==> src/rtl/cpu_mem_responder.sv <==
// cpu_mem_responder
//   Memory-side responder for the single-cycle CPU. Serves instruction fetches
//   from an instruction word store and loads/stores from a data word store,
//   flags misaligned or out-of-range accesses, and accepts a streaming loader
//   that fills either store while in the LOAD state.
//
// Parameters
//   IMEM_AW  instruction store address width in words
//   DMEM_AW  data store address width in words
//
// Ports
//   clk, rst                      clock, synchronous active-low reset
//   inst_ren/inst_addr/inst_data  fetch request, byte address, registered word
//   mem_ren/mem_wen/mem_addr      data read/write request and byte address
//   mem_dout / mem_din            CPU write data / registered read data
//   load_en/load_sel/load_valid/load_data  loader session, target, strobe, word
//   busy, load_wrap               LOAD state flag, sticky pointer-wrap flag
//   inst_fault, mem_fault, fault_addr  last-access fault flags and address
//   stat_inst/stat_load/stat_store     saturating access counters
//
// Build option
//   MEM_STAT_EN  when defined the access counters are implemented; otherwise
//                the three counter outputs are tied to zero.

module cpu_mem_responder #(
  parameter int IMEM_AW = 6,
  parameter int DMEM_AW = 6
) (
  input  logic        clk,
  input  logic        rst,
  input  logic        inst_ren,
  input  logic [31:0] inst_addr,
  output logic [31:0] inst_data,
  input  logic        mem_ren,
  input  logic        mem_wen,
  input  logic [31:0] mem_addr,
  input  logic [31:0] mem_dout,
  output logic [31:0] mem_din,
  input  logic        load_en,
  input  logic        load_sel,
  input  logic        load_valid,
  input  logic [31:0] load_data,
  output logic        busy,
  output logic        load_wrap,
  output logic        inst_fault,
  output logic        mem_fault,
  output logic [31:0] fault_addr,
  output logic [15:0] stat_inst,
  output logic [15:0] stat_load,
  output logic [15:0] stat_store
);

  localparam int PW = (IMEM_AW > DMEM_AW) ? IMEM_AW : DMEM_AW;
  localparam logic [PW-1:0] IMAX = PW'((2 ** IMEM_AW) - 1);
  localparam logic [PW-1:0] DMAX = PW'((2 ** DMEM_AW) - 1);

  typedef enum logic {
    RUN  = 1'b0,
    LOAD = 1'b1
  } state_t;

  state_t r_state;
  state_t w_next;

  logic [31:0] r_imem [2**IMEM_AW];
  logic [31:0] r_dmem [2**DMEM_AW];

  logic          r_sel;
  logic [PW-1:0] r_ptr;
  logic          r_wrap;
  logic [31:0]   r_inst_data;
  logic [31:0]   r_mem_din;
  logic          r_inst_fault;
  logic          r_mem_fault;
  logic [31:0]   r_fault_addr;

  logic               w_run;
  logic               w_entry;
  logic               w_load_wr;
  logic               w_ptr_last;
  logic               w_inst_bad;
  logic               w_mem_bad;
  logic               w_inst_acc;
  logic               w_inst_ok;
  logic               w_inst_flt;
  logic               w_mem_acc;
  logic               w_mem_flt;
  logic               w_rd_ok;
  logic               w_wr_ok;
  logic [IMEM_AW-1:0] w_iidx;
  logic [DMEM_AW-1:0] w_didx;

  // ---------------------------------------------------------------- FSM
  always_ff @(posedge clk) begin
    if (!rst) r_state <= RUN;
    else      r_state <= w_next;
  end

  always_comb begin
    w_next = r_state;
    unique case (r_state)
      RUN:     if (load_en)  w_next = LOAD;
      LOAD:    if (!load_en) w_next = RUN;
      default: w_next = RUN;
    endcase
  end

  // The entry edge (RUN with load_en high) only changes state, so CPU
  // servicing is restricted to RUN cycles with load_en low.
  assign w_run      = (r_state == RUN) && !load_en;
  assign w_entry    = (r_state == RUN) && load_en;
  assign w_load_wr  = (r_state == LOAD) && load_en && load_valid;
  assign w_ptr_last = r_sel ? (r_ptr == DMAX) : (r_ptr == IMAX);

  // ---------------------------------------------------------------- decode
  assign w_iidx     = inst_addr[IMEM_AW+1:2];
  assign w_didx     = mem_addr[DMEM_AW+1:2];
  assign w_inst_bad = (inst_addr[1:0] != 2'b00) || (|inst_addr[31:IMEM_AW+2]);
  assign w_mem_bad  = (mem_addr[1:0] != 2'b00) || (|mem_addr[31:DMEM_AW+2]);

  assign w_inst_acc = w_run && inst_ren;
  assign w_inst_ok  = w_inst_acc && !w_inst_bad;
  assign w_inst_flt = w_inst_acc && w_inst_bad;
  assign w_mem_acc  = w_run && (mem_ren || mem_wen);
  assign w_mem_flt  = w_mem_acc && w_mem_bad;
  assign w_rd_ok    = w_run && mem_ren && !w_mem_bad;
  assign w_wr_ok    = w_run && mem_wen && !w_mem_bad;

  // ---------------------------------------------------------------- stores
  // Stores have no reset; writes are blocked while reset is asserted so an
  // interrupted load keeps the words already written.
  always_ff @(posedge clk) begin
    if (rst && w_load_wr && !r_sel)
      r_imem[r_ptr[IMEM_AW-1:0]] <= load_data;
  end

  always_ff @(posedge clk) begin
    if (rst) begin
      if (w_load_wr && r_sel)
        r_dmem[r_ptr[DMEM_AW-1:0]] <= load_data;
      else if (w_wr_ok)
        r_dmem[w_didx] <= mem_dout;
    end
  end

  // ---------------------------------------------------------------- control
  always_ff @(posedge clk) begin
    if (!rst) begin
      r_sel        <= 1'b0;
      r_ptr        <= '0;
      r_wrap       <= 1'b0;
      r_inst_data  <= '0;
      r_mem_din    <= '0;
      r_inst_fault <= 1'b0;
      r_mem_fault  <= 1'b0;
      r_fault_addr <= '0;
    end else begin
      if (w_entry) begin
        r_sel  <= load_sel;
        r_ptr  <= '0;
        r_wrap <= 1'b0;
      end
      if (w_load_wr) begin
        if (w_ptr_last) begin
          r_ptr  <= '0;
          r_wrap <= 1'b1;
        end else begin
          r_ptr <= r_ptr + 1'b1;
        end
      end
      if (r_state == LOAD) begin
        r_inst_data <= '0;
        r_mem_din   <= '0;
      end else begin
        if (w_inst_acc) begin
          r_inst_data  <= w_inst_ok ? r_imem[w_iidx] : '0;
          r_inst_fault <= w_inst_bad;
        end
        if (w_run && mem_ren)
          r_mem_din <= w_rd_ok ? r_dmem[w_didx] : '0;
        if (w_mem_acc)
          r_mem_fault <= w_mem_bad;
        if (w_mem_flt)
          r_fault_addr <= mem_addr;
        else if (w_inst_flt)
          r_fault_addr <= inst_addr;
      end
    end
  end

  assign inst_data  = r_inst_data;
  assign mem_din    = r_mem_din;
  assign busy       = (r_state == LOAD);
  assign load_wrap  = r_wrap;
  assign inst_fault = r_inst_fault;
  assign mem_fault  = r_mem_fault;
  assign fault_addr = r_fault_addr;

  // ---------------------------------------------------------------- counters
`ifdef MEM_STAT_EN
  logic [15:0] r_stat_inst;
  logic [15:0] r_stat_load;
  logic [15:0] r_stat_store;

  always_ff @(posedge clk) begin
    if (!rst) begin
      r_stat_inst  <= '0;
      r_stat_load  <= '0;
      r_stat_store <= '0;
    end else begin
      if (w_inst_ok && (r_stat_inst != '1))  r_stat_inst  <= r_stat_inst + 16'd1;
      if (w_rd_ok   && (r_stat_load != '1))  r_stat_load  <= r_stat_load + 16'd1;
      if (w_wr_ok   && (r_stat_store != '1)) r_stat_store <= r_stat_store + 16'd1;
    end
  end

  assign stat_inst  = r_stat_inst;
  assign stat_load  = r_stat_load;
  assign stat_store = r_stat_store;
`else
  assign stat_inst  = '0;
  assign stat_load  = '0;
  assign stat_store = '0;
`endif

endmodule

==> config.mk <==
export PLATFORM = sky130hd
export DESIGN_NAME = cpu_mem_responder
export DESIGN_NICKNAME = d
export VERILOG_FILES = /design/src/rtl/cpu_mem_responder.sv
export SDC_FILE = /design/constraint.sdc
export NUM_CORES = 2
export LEC_CHECK = 0
export ABC_AREA = 1
export BUFFER_PORTS_ARGS = -buffer_cell sky130_fd_sc_hd__buf_2
export CAP_MARGIN = 40
export CORE_MARGIN = 2
export CORE_UTILIZATION = 40
export CTS_CLUSTER_DIAMETER = 150
export DETAILED_ROUTE_END_ITERATION = 10
export SYNTH_ARGS = -nofsm -noshare
export SYNTH_HDL_FRONTEND = slang
export SYNTH_SLANG_ARGS = --single-unit
==> constraint.sdc <==
create_clock -name clk -period 4.2 [get_ports clk]
set_input_delay 0.84 -clock clk [delete_from_list [all_inputs] [get_ports clk]]
set_output_delay 0.84 -clock clk [all_outputs]
set_load 0.02 [all_outputs]
# [Word-level counts from Yosys, hierarchy flattened]
# Memories as Yosys holds them, arrays and structs flattened.
# Cells that the tools add are included.
[totals] regBits=107 ram_bits=4096 in_bits=136 output_inout_bits=148 word_cells=72 memories=2
[classes] addsub=1 n_eq_ne=1 muxes=23 bitwise=2 reduce_logical=34
[memory_table] name="r_dmem" words=64 word_bits=32 rd=1 rd_clocked_by_memory_dff=0 write_ports=1 line_no="66" source="logic [31:0] r_dmem [2**DMEM_AW];"
[memory_table] name="r_imem" words=64 word_bits=32 rd=1 rd_clocked_by_memory_dff=0 write_ports=1 line_no="65" source="logic [31:0] r_imem [2**IMEM_AW];"
[op_table] op="32-bit 2-to-1 mux" count=5
[op_table] op="24-bit OR reduction" count=2
[op_table] op="32-bit OR reduction" count=1
[op_table] op="6-bit 2-to-1 mux" count=4
[op_table] op="1-bit logical AND" count=16
[op_table] op="1-bit 2-to-1 mux" count=14
[op_table] op="2-bit nonzero test" count=4
[op_table] op="6-bit by 1-bit adder with 6-bit output, second input constant" count=1
[op_table] op="6-bit == test, second input constant" count=1
[op_table] op="2-bit AND reduction" count=3
[op_table] op="1-bit logical NOT" count=4
[op_table] op="1-bit logical OR" count=3
[op_table] op="1-bit NOT" count=2
[op_table] op="2-bit OR reduction" count=1

# [Depth between registers and ports, before layout]
[logic_depth] ltp_word=10 mapped_depth=13 mapped_depth_nobuf=10

# [Worst setup path before layout]
# OpenSTA, ideal clock, no wires.
[synth_timing] path_kind="input-to-reg" startpoint="in mem_addr[26]" endpoint="mem r_dmem[55][0], enable pin" setup_time_ns=0.421 arrival_time_ns=3.393 required_time_ns=3.779 path_slack_ns=0.386 path_stages=10 path_buffers=1 path_cell_list="inv_1 > nand4_1 > nor3_4 > nand3_4 > buf_6 > nand2_2 > inv_2 > a21oi_4 > nand2_2 > nor2_1"
[synth_via] elab_chain_len=10 word_cells_on_any_way=11 cone_classes="mux (6); reduce/logical (5)"
[synth_rtl] element="start: declaration" line_no="36" source="input logic [31:0] mem_addr,"
[synth_rtl] element="24-bit OR reduction (*)" line_no="119" source="assign w_mem_bad = (mem_addr[1:0] != 2'b00) || (|mem_addr[31:DMEM_AW+2]);"
[synth_rtl] element="1-bit logical OR (*)" line_no="119"
[synth_rtl] element="1-bit logical NOT (*)" line_no="127" source="assign w_wr_ok = w_run && mem_wen && !w_mem_bad;"
[synth_rtl] element="1-bit logical AND (*)" line_no="127"
[synth_rtl] element="1-bit 2-to-1 mux (*)" line_no="141" source="else if (w_wr_ok)"
[synth_rtl] element="1-bit 2-to-1 mux (*)" line_no="139" source="if (w_load_wr && r_sel)"
[synth_rtl] element="1-bit 2-to-1 mux (*)" line_no="138" source="if (rst) begin"
[synth_rtl] element="1-bit 2-to-1 mux (not written as such) (*)" line_no="142" source="r_dmem[w_didx] <= mem_dout;"
[synth_rtl] element="32-bit OR reduction (no line)"
[synth_rtl] element="6-bit 2-to-1 mux (no line) or 1-bit 2-to-1 mux (tied branches)"
[synth_rtl] element="end: declaration" line_no="66"
# Every way passes the cells marked *; elsewhere a longest branch is shown, timed or not.

# [Worst setup path in the final report]
[layout_timing] startpoint="reg r_state (netlist: busy)" endpoint="mem r_dmem[4][16], enable pin"
[layout_via] elab_chain_len=10 word_cells_on_any_way=17 cone_classes="mux (9); bitwise (1); reduce/logical (7)"
[layout_rtl] element="start: declaration" line_no="62" source="state_t r_state;"
[layout_rtl] element="start signal: assignment" line_no="96" source="else r_state <= w_next;"
[layout_rtl] element="1-bit NOT (no line)"
[layout_rtl] element="1-bit logical AND" line_no="110" source="assign w_run = (r_state == RUN) && !load_en;"
[layout_rtl] element="1-bit logical AND (2 in a row)" line_no="127"
[layout_rtl] element="1-bit 2-to-1 mux" line_no="141"
[layout_rtl] element="1-bit 2-to-1 mux" line_no="139"
[layout_rtl] element="1-bit 2-to-1 mux" line_no="138"
[layout_rtl] element="1-bit 2-to-1 mux (not written as such)" line_no="142"
[layout_rtl] element="32-bit OR reduction (no line)"
[layout_rtl] element="6-bit 2-to-1 mux (no line) or 1-bit 2-to-1 mux (tied branches)"
# Parallel ways exist; a longest one is shown, timed or not.

==> run metrics <==
Logic pwr share=0.064; largest net degree at the start of global routing=149; CTS H-Tree Depth=5; antenna violations before repair=36; GP Congestion=0.886; R2R cell count=9; fmax=0.308 GHz; count of cell types in the netlist=41; post-layout net count=15,200; Worst-path clk slew=0.06 ns; reg2reg start=busy; Syn Inst Count=14,800; initial core utilization=0.402; gr ovfl total=0; clock share of power=0.419; Vias=114,000; drt first pass iters=8; Hold-fix buffers, CTS=0; synth top area cells=edfxtp_1 72%, nand3_1 11%, nand2_1 9.9%; synthesized area per cell=11.6 um2; port buffer count=235; clock skew=0.113 ns; Core Region=0.427 mm2; vias in the first global route=105,000; # resized after CTS=0; max_slew headroom=0.396; drt total wl=521,000 um; final hold vios=0; status=finished, final reports clean; All-Layer GR Usage=0.233; r2r endpoint=r_dmem[4][16]; CP arrival=3.86 ns; setup slack, reg-to-reg=0.95 ns; setup bufs post-CTS=0; Setup TNS Final=0 ns; Setup violations, final=0; Startpoint Class=flop; row count=240; Pint=68.3 mW; Synth area leader=edfxtp_1; CP max FO=23; Clock Root Buffer=clkbuf_16; layout cells sized above 1=0.108; die height=659 um; crit share post-route=0.774; Ports=284; fin. max-slew vios=0; leakage power=71.5 nW; worst hold stages=3; CTS tree=yes; Crit. End Element=flop; Hold Slack=0.109 ns; Die X=659 um; Residual DRC=0; CTS Sinks=4,203; FF+latch count, synth=4,203; drt via density=5.42; switching pwr=20.6 mW; Period minus WS final=3.25 ns; Worst-Margin Slew=0.907 ns; VDD IR-drop max=0.000358 V; max cap viols=0; die area=0.434 mm2; CTS Buffer Depth=4; post-route cell area=0.197 mm2; fraction of power spent switching nets=0.232; total CTS buffers=429; RSZ-0062 raised after global routing=no; DR WL/cell=24.7 um; first-pass GRT wire length=746,000 um; worst hold-check path type=input pin to flop; Critical Path RT=4.81 ns; YS warnings=0; Hold Path Origin=load_en; sequential share of power=0.517; Synth top area share=0.717; Iter 0 DRT Violations=14,200; total power draw=89.0 mW; Crit Path Class=flop to flop; DP Wirelength=306,000 um; post-synthesis cell area=0.172 mm2; latest clock arrival within the worst-skew pair=1.02 ns; Routed Antenna Nets=0; placed cell area=0.183 mm2; synth-to-layout area growth=14.7%; power per standard cell area=452 mW/mm2; Min-Delay Endpoint=busy; sequential share of the synthesized area=0.730
-- state kept, by name, indices dropped and copies added, names as in the netlist --
signal,cells
load_wrap,1
r_sel,1
r_ptr,6
busy,1
inst_fault,1
mem_din,32
inst_data,32
r_dmem,2048
mem_fault,1
fault_addr,32
r_imem,2048
-- layout by cell type (no fill, tap or decap), types with 5 or more instances in the layout --
master,instances
buf_8,6
clkinvlp_4,10
clkinv_8,6
inv_6,8
buf_4,342
nand2_1,4512
nor2_2,5
clkbuf_16,433
bufinv_16,29
nor2_4,132
inv_2,12
diode_2,18
o21ai_2,5
dfxtp_1,107
buf_12,202
edfxtp_1,4096
inv_8,5
nand4_1,14
clkinv_4,9
clkbuf_1,103
nor2_1,87
or2_2,74
buf_2,224
o21ai_0,60
conb_1,48
inv_16,8
mux2_2,32
clkinv_1,93
nand2_2,15
clkinv_2,83
clkbuf_8,11
inv_1,667
a21oi_1,67
nand3_1,3874
clkinv_16,5
-- power groups by stage --
stage | logic (mW) | registers [mW] | clock network (mW)
global route | 6.08 | 46.0 | 39.2
detailed placement | 5.62 | 46.9 | 0
CTS | 5.64 | 46.0 | 37.6
finish | 5.69 | 46.0 | 37.2
global placement | 5.58 | 46.9 | 0
floorplan | 2.95 | 47.0 | 0
-- layer usage --
layer,share of wire,track usage
met4,0.046,0.0969
met5,0.000084,0
met3,0.087,0.0350
met1,0.41,0.325
met2,0.46,0.365
-- cells in the mapped netlist (all sizes together) --
master and n:
a211oi 1, a21oi 68, a22oi 1, a311oi 1, a32o 2, a32oi 1
buf 668, clkbuf 311, clkinv 5, conb 1, dfxtp 107, edfxtp 4096
ha 1, inv 685, mux2 32, nand2 4529, nand3 3878, nand4 15
nor2 224, nor3 7, nor4 2, o21ai 69, or2 74
-- through the flow --
stage | std cells | worst slack [ns] | utilization
after CTS | 21100 | 0.967 | 0.461
after detailed placement | 20300 | 0.311 | 0.429
final | 21100 | 0.949 | 0.461
after floorplan | 14800 | 0.386 | -
after global placement | 20300 | 0.330 | 0.428
after global routing | 21100 | 0.779 | 0.461
-- worst max path at each step --
stage	end	start	slack, ns
final	r_dmem[4][16]	busy	0.95
after global routing	r_dmem[30][21]	busy	0.78
after CTS	r_dmem[30][21]	busy	0.97
after detailed placement	r_dmem[30][29]	mem_addr[26]	0.31
after global placement	r_dmem[28][22]	mem_addr[26]	0.33
after floorplan	r_dmem[55][0]	mem_addr[26]	0.39
-- worst max-delay path, cell delays in order (launching register included) --
cell	delay, ns
dfxtp_1	0.42
nand3_1	0.46
nor2_1	0.37
nand2_1	0.16
nand2_2	0.11
inv_2	0.08
nor2_4	0.18
nand2_2	0.35
nor2_4	0.45
buf_12	0.25
-- logic make-up after synthesis --
| group | count (synthesis) | share of synthesized area |
|---|---|---|
| AND/OR/NAND/NOR | 8729 | 0.221 |
| flip-flops | 4203 | 0.730 |
| buffers and inverters | 1669 | 0.0422 |
| AO/OA/AOI/OAI | 143 | 0.00454 |
| multiplexers | 32 | 0.00210 |
| adder cells (fa/ha/maj) | 1 | 0.0000729 |
| other | 1 | 0.0000219 |
-- cell type report --
class	instances	area (um2)
fill	38100	230000
sequential	4203	125000
multi-input combinational	8953	40300
clock buffer	547	11400
timing repair buffer	777	7870
tap	5687	7120
inverter	690	2650
clock inverter	245	2220
antenna	18	45.0
Power figures use the tool's default switching activity.
